==> config.mk <==
export PLATFORM = sky130hd
export DESIGN_NAME = fir_result_sink
export DESIGN_NICKNAME = d
export VERILOG_FILES = /design/src/rtl/fir_pkg.sv /design/src/rtl/fir_result_sink.sv
export SDC_FILE = /design/constraint.sdc
export NUM_CORES = 1
export LEC_CHECK = 0
export ABC_AREA = 1
export CAP_MARGIN = 20
export CORE_MARGIN = 1.5
export CORE_UTILIZATION = 52
export CTS_CLUSTER_DIAMETER = 80
export DETAILED_ROUTE_END_ITERATION = 6
export GPL_ROUTABILITY_DRIVEN = 0
export GPL_TIMING_DRIVEN = 1
export PLACE_DENSITY = 0.82
export SKIP_CTS_REPAIR_TIMING = 1
export SYNTH_ARGS = -nofsm -noshare
export SYNTH_HDL_FRONTEND = slang
export SYNTH_SLANG_ARGS = --single-unit
==> constraint.sdc <==
create_clock -name axis_clk -period 3.84 [get_ports axis_clk]
set_clock_uncertainty 0.2 [all_clocks]
set_input_delay 0.384 -clock axis_clk [delete_from_list [all_inputs] [get_ports axis_clk]]
set_output_delay 0.384 -clock axis_clk [all_outputs]
set_load 0.05 [all_outputs]
==> src/rtl/fir_pkg.sv <==
// fir_pkg: shared state encoding, default widths and RAM byte stride for the FIR result path.
package fir_pkg;
    typedef enum logic [1:0] {IDLE = 2'd0, RUN = 2'd1, DONE = 2'd2} state_t;
    localparam int ADDR_W      = 12;
    localparam int DATA_W      = 32;
    localparam int DEPTH       = 1024;
    localparam int BYTE_STRIDE = 4;
endpackage

==> src/rtl/fir_result_sink.sv <==
// fir_result_sink: captures the FIR output stream into a bram32 result RAM,
// counting beats, summing data and flagging TLAST placement and overflow errors.
module fir_result_sink
    import fir_pkg::*;
#(
    parameter int pADDR_WIDTH = ADDR_W,
    parameter int pDATA_WIDTH = DATA_W,
    parameter int pDEPTH      = DEPTH
) (
    input  logic                   axis_clk,
    input  logic                   axis_rst,
    input  logic [31:0]            cfg_len,
    input  logic                   cfg_start,
    input  logic                   sink_hold,
    input  logic                   s_tvalid,
    input  logic [pDATA_WIDTH-1:0] s_tdata,
    input  logic                   s_tlast,
    output logic                   s_tready,
    output logic [3:0]             ram_WE,
    output logic                   ram_EN,
    output logic [pDATA_WIDTH-1:0] ram_Di,
    output logic [pADDR_WIDTH-1:0] ram_A,
    output logic                   busy,
    output logic                   done,
    output logic [31:0]            beat_cnt,
    output logic [pDATA_WIDTH-1:0] checksum,
    output logic                   err_early_last,
    output logic                   err_no_last,
    output logic                   err_overflow
);
    state_t                 state_q, state_d;
    logic [31:0]            len_q, len_d, cnt_q, cnt_d, n, addr_full;
    logic [pDATA_WIDTH-1:0] sum_q, sum_d;
    logic                   early_q, early_d, nolast_q, nolast_d, ovf_q, ovf_d;
    logic                   acc, in_range;

    assign s_tready  = (state_q == RUN) & ~sink_hold;
    assign acc       = s_tvalid & s_tready;
    assign in_range  = cnt_q < 32'(pDEPTH);
    assign n         = cnt_q + 32'd1;
    assign addr_full = cnt_q * 32'(BYTE_STRIDE);
    // Beats past the RAM capacity still count and sum, but never reach the RAM port.
    assign ram_EN    = acc & in_range;
    assign ram_WE    = {4{ram_EN}};
    assign ram_Di    = ram_EN ? s_tdata : '0;
    assign ram_A     = ram_EN ? addr_full[pADDR_WIDTH-1:0] : '0;

    assign busy           = state_q == RUN;
    assign done           = state_q == DONE;
    assign beat_cnt       = cnt_q;
    assign checksum       = sum_q;
    assign err_early_last = early_q;
    assign err_no_last    = nolast_q;
    assign err_overflow   = ovf_q;

    always_comb begin
        state_d  = state_q;
        len_d    = len_q;
        cnt_d    = cnt_q;
        sum_d    = sum_q;
        early_d  = early_q;
        nolast_d = nolast_q;
        ovf_d    = ovf_q;
        if (cfg_start && state_q != RUN) begin
            len_d    = cfg_len;
            cnt_d    = '0;
            sum_d    = '0;
            early_d  = 1'b0;
            nolast_d = 1'b0;
            ovf_d    = 1'b0;
            state_d  = (cfg_len != 32'd0) ? RUN : DONE;
        end else if (acc) begin
            cnt_d    = n;
            sum_d    = sum_q + s_tdata;
            ovf_d    = ovf_q | ~in_range;
            early_d  = early_q | (s_tlast & (n < len_q));
            nolast_d = nolast_q | ((n == len_q) & ~s_tlast);
            state_d  = (s_tlast || n == len_q) ? DONE : RUN;
        end
    end

    always_ff @(posedge axis_clk) begin
        if (axis_rst) begin
            state_q  <= IDLE;
            len_q    <= '0;
            cnt_q    <= '0;
            sum_q    <= '0;
            early_q  <= 1'b0;
            nolast_q <= 1'b0;
            ovf_q    <= 1'b0;
        end else begin
            state_q  <= state_d;
            len_q    <= len_d;
            cnt_q    <= cnt_d;
            sum_q    <= sum_d;
            early_q  <= early_d;
            nolast_q <= nolast_d;
            ovf_q    <= ovf_d;
        end
    end
endmodule

==> flow_metrics.env <==
export IMPL_outcome="completed"
export IMPL_finalSetupViolations=0
export IMPL_clk_path_buf_depth=2
export IMPL_placed_area_um2=10680
export IMPL_synth_seq_area_share_pct=24.26
export IMPL_yosysTopAreaCell="dfxtp_1"
export IMPL_synthDistinctLibCells=40
export IMPL_synthArstFlopShare_pct=0
export IMPL_start_util_pct=52.85
export IMPL_ir_drop_mv=0.2224
export IMPL_required_ns=3.90
export IMPL_finalMaxSlewViolations=0
export IMPL_ff2ff_path_depth=18
export IMPL_critPathArrivalTime_ns=3.23
export IMPL_clock_latency_ns=0.35
export IMPL_hold_violations=0
export IMPL_syn2layout_area_growth_pct=31.41
export IMPL_post_dp_hpwl_um=18990
export IMPL_reg2reg_from="beat_cnt[0]$_SDFFE_PP0P_"
export IMPL_rows=46
export IMPL_drt_iter0_markers=734
export IMPL_first_global_vias=8179
export IMPL_rsz0062_at_grt="no"
export IMPL_crit_path_end="state_q[0]$_SDFFE_PP0P_"
export IMPL_p_seq_share_pct=40.9
export IMPL_drcViolationCount=0
export IMPL_synth_avg_cell_area_um2=5.979
export IMPL_syn_inst=1394
export IMPL_post_route_util_pct=69.45
export IMPL_n_fill_cell=1415
export IMPL_power_switching_uw=926.6
export IMPL_routed_wl_um=24180
export IMPL_worstSetupEndpointType="flop"
export IMPL_finalNetCount=1690
export IMPL_cap_violations=0
export IMPL_worst_pin_slew_ns=0.9026
export IMPL_drt_pass1_iter_count=5
export IMPL_drive_above_1_share_pct=6.538
export IMPL_cp_cell_sequence="ha_1 -> nand3_2 -> nor2_4 -> and3_1 -> nand2_2 -> nor2_2 -> xor2_1 -> inv_1 -> ha_1 -> nand2_1 -> nor2_1 -> nand2_1 -> nor2_1 -> nand2_1 -> nand3_1 -> nand3b_1 -> nand3b_1 -> inv_1"
export IMPL_antenna_left=0
export IMPL_pin_count=189
export IMPL_reg2reg_slack_ns=0.66
export IMPL_synthTopCellsByArea="dfxtp_1 24%, nand2_1 15%, inv_1 13%, nor2_1 10%, ha_1 9.6%"
export IMPL_core_um2=15770
export IMPL_dieWidth_um=129.6
export IMPL_fin_setup_tns_ns=0
export IMPL_critPathLaunchType="flop"
export IMPL_fin_crit_sh_pct=82.71
export IMPL_cp_max_fo=7
export IMPL_max_freq_ghz=0.3149
export IMPL_synth_ff_latch_count=101
export IMPL_htree_levels=3
export IMPL_fp_dieArea_um2=16800
export IMPL_crit_type="flop to flop"
export IMPL_clkTransAtPathRegs_ns=0.07
export IMPL_p_comb_share_pct=27.5
export IMPL_timing_rr_end="state_q[0]$_SDFFE_PP0P_"
export IMPL_finalCriticalPeriod_ns=3.176
export IMPL_grt_use_total_pct=28.67
export IMPL_syn_cell_area_um2=8334
export IMPL_hp_class="flop to flop"
export IMPL_grt_pass1_wl_um=38300
export IMPL_p_sw_share_pct=33.50
export IMPL_avgViaCountPerCell=5.046
export IMPL_cp_slowest_stage_delay_ns=0.49
export IMPL_final_area_um2=10950
export IMPL_portBuffers=186
export IMPL_antenna_found_initial=0
export IMPL_slowest_stage="dfxtp_1"
export IMPL_synth_top_area_share_pct=24.26
export IMPL_numCtsBuffers=9
export IMPL_crit_top_cell="nand2_1"
export IMPL_slew_headroom_pct=39.83
export IMPL_yosys_most_used_dff="dfxtp_1"
export IMPL_internal_power_uw=1840
export IMPL_p_clk_share_pct=31.6
export IMPL_grt_start_max_net_pins=65
export IMPL_wl_per_cell_um=13.61
export IMPL_n_antenna_cell=0
export IMPL_yosysWarnings=0
export IMPL_leakage_uw=0.005651
export IMPL_cts_sinks=101
export IMPL_cp_startpoint="beat_cnt[0]$_SDFFE_PP0P_"
export IMPL_synth_edff_count=0
export IMPL_cts_tree="done"
export IMPL_p_per_area_nw_per_um2=252.6
export IMPL_die_h_um=129.6
export IMPL_grt_ovfl_total=0
export IMPL_root_buffer="clkbuf_16"
export IMPL_num_vias=8962
==> metal layers <==
layer	part of all wire (%)	GRT usage, %	wire length [um]
met1	44	36.55	10660
met2	45	47.87	10940
met3	6.5	3.716	1562
met4	4.2	13.99	1016
met5	0	0	0
==> placed cells by master (no fill, tap or decap), types with 7 or more instances in the layout <==
cell,Yosys,routed
a211oi_1,34,34
nand3_1,61,61
clkbuf_16,0,9
nand2_1,337,336
a21oi_1,68,68
nor3_1,21,21
dfxtp_1,101,101
inv_2,14,14
inv_1,282,282
nor2_1,228,228
ha_1,64,64
buf_4,7,9
o21ai_1,7,7
buf_12,0,43
nand4_1,8,8
o21ai_0,43,43
xor2_1,39,39
clkdlybuf4s50_1,0,139
==> worst max-delay path, delay by kind of cell, from the launching register on <==
kind                       cells  cell delay (ns)
buffers and inverters          2             0.10
DFF                            1             0.49
xor gates and xnor gates       1             0.18
adders and majority gates      2             0.54
and+or+nand+nor               13             1.57
==> Yosys cell counts (3+ instances only) <==
master,number
nor3_2,5
buf_4,7
nand3b_1,4
xor2_1,39
a21oi_1,68
inv_1,282
nor3_1,21
ha_1,64
nor2_1,228
dfxtp_1,101
clkbuf_1,5
o21ai_0,43
nand3_1,61
o21ai_1,7
nand2_1,337
nand4_1,8
nand3_2,3
inv_2,14
nor2_4,4
a211oi_1,34
buf_6,5
nor3b_1,3
buf_2,22
nor2_2,4
a21o_1,3
==> cell families (layout without fill, tap and decap cells) <==
logic type	Yosys count	count (layout)	share of synthesized area, %
xor gates and xnor gates	41	41	4.309
adders and majority gates	65	65	9.848
DFF	101	101	24.26
other	1	2	0.04500
and+or+nand+nor	688	688	34.35
buffers and inverters	338	503	16.33
AOI/OAI and AO/OA	160	160	10.85
==> worst min-delay path by stage <==
stage / startpoint / end / slack, ns / cells after the start
after floorplan: len_q[10]$_SDFFE_PP0P_ / len_q[10]$_SDFFE_PP0P_ / 0.25 / 2
after global placement: err_overflow$_SDFFE_PP0P_ / err_overflow$_SDFFE_PP0P_ / 0.25 / 2
after detailed placement: len_q[3]$_SDFFE_PP0P_ / len_q[3]$_SDFFE_PP0P_ / 0.27 / 2
after CTS: len_q[21]$_SDFFE_PP0P_ / len_q[21]$_SDFFE_PP0P_ / 0.28 / 2
after global routing: len_q[25]$_SDFFE_PP0P_ / len_q[25]$_SDFFE_PP0P_ / 0.31 / 2
final: err_early_last$_SDFFE_PP0P_ / err_early_last$_SDFFE_PP0P_ / 0.28 / 2
==> power groups by stage <==
stage | registers, uW | logic [uW] | clock network, uW
3_3_place_gp | 1150 | 740 | 0
6_report | 1130 | 761 | 874
3_5_place_dp | 1150 | 752 | 0
2_1_floorplan | 1210 | 440 | 0
5_1_grt | 1140 | 836 | 925
4_1_cts | 1130 | 759 | 883
==> final cells by class <==
class | instances | area [um2] | area share (%)
clock inverter | 3 | 21.27 | 0.1942
tap | 216 | 270.3 | 2.468
inverter | 296 | 1111 | 10.15
clock buffer | 13 | 250.2 | 2.285
multi-input combinational | 956 | 4957 | 45.26
sequential | 101 | 2022 | 18.46
timing repair buffer | 191 | 2320 | 21.18
==> metrics by stage <==
stage,setup slack [ns],hold slack (ns),power (uW),cells
after floorplan,0.4202,0.2453,1648,1395
after global placement,0.8625,0.2496,1893,1760
after detailed placement,0.7295,0.2651,1907,1760
after CTS,0.7097,0.2827,2773,1776
after global routing,0.3773,0.3056,2897,1776
final,0.6641,0.2772,2766,1776
==> sequential cells by signal (all words and copies together) (netlist names) <==
signal and count:
err_overflow 1, err_no_last 1, checksum 32, len_q 32, beat_cnt 32, err_early_last 1
state_q 2
(Power assumes the default switching activity.)
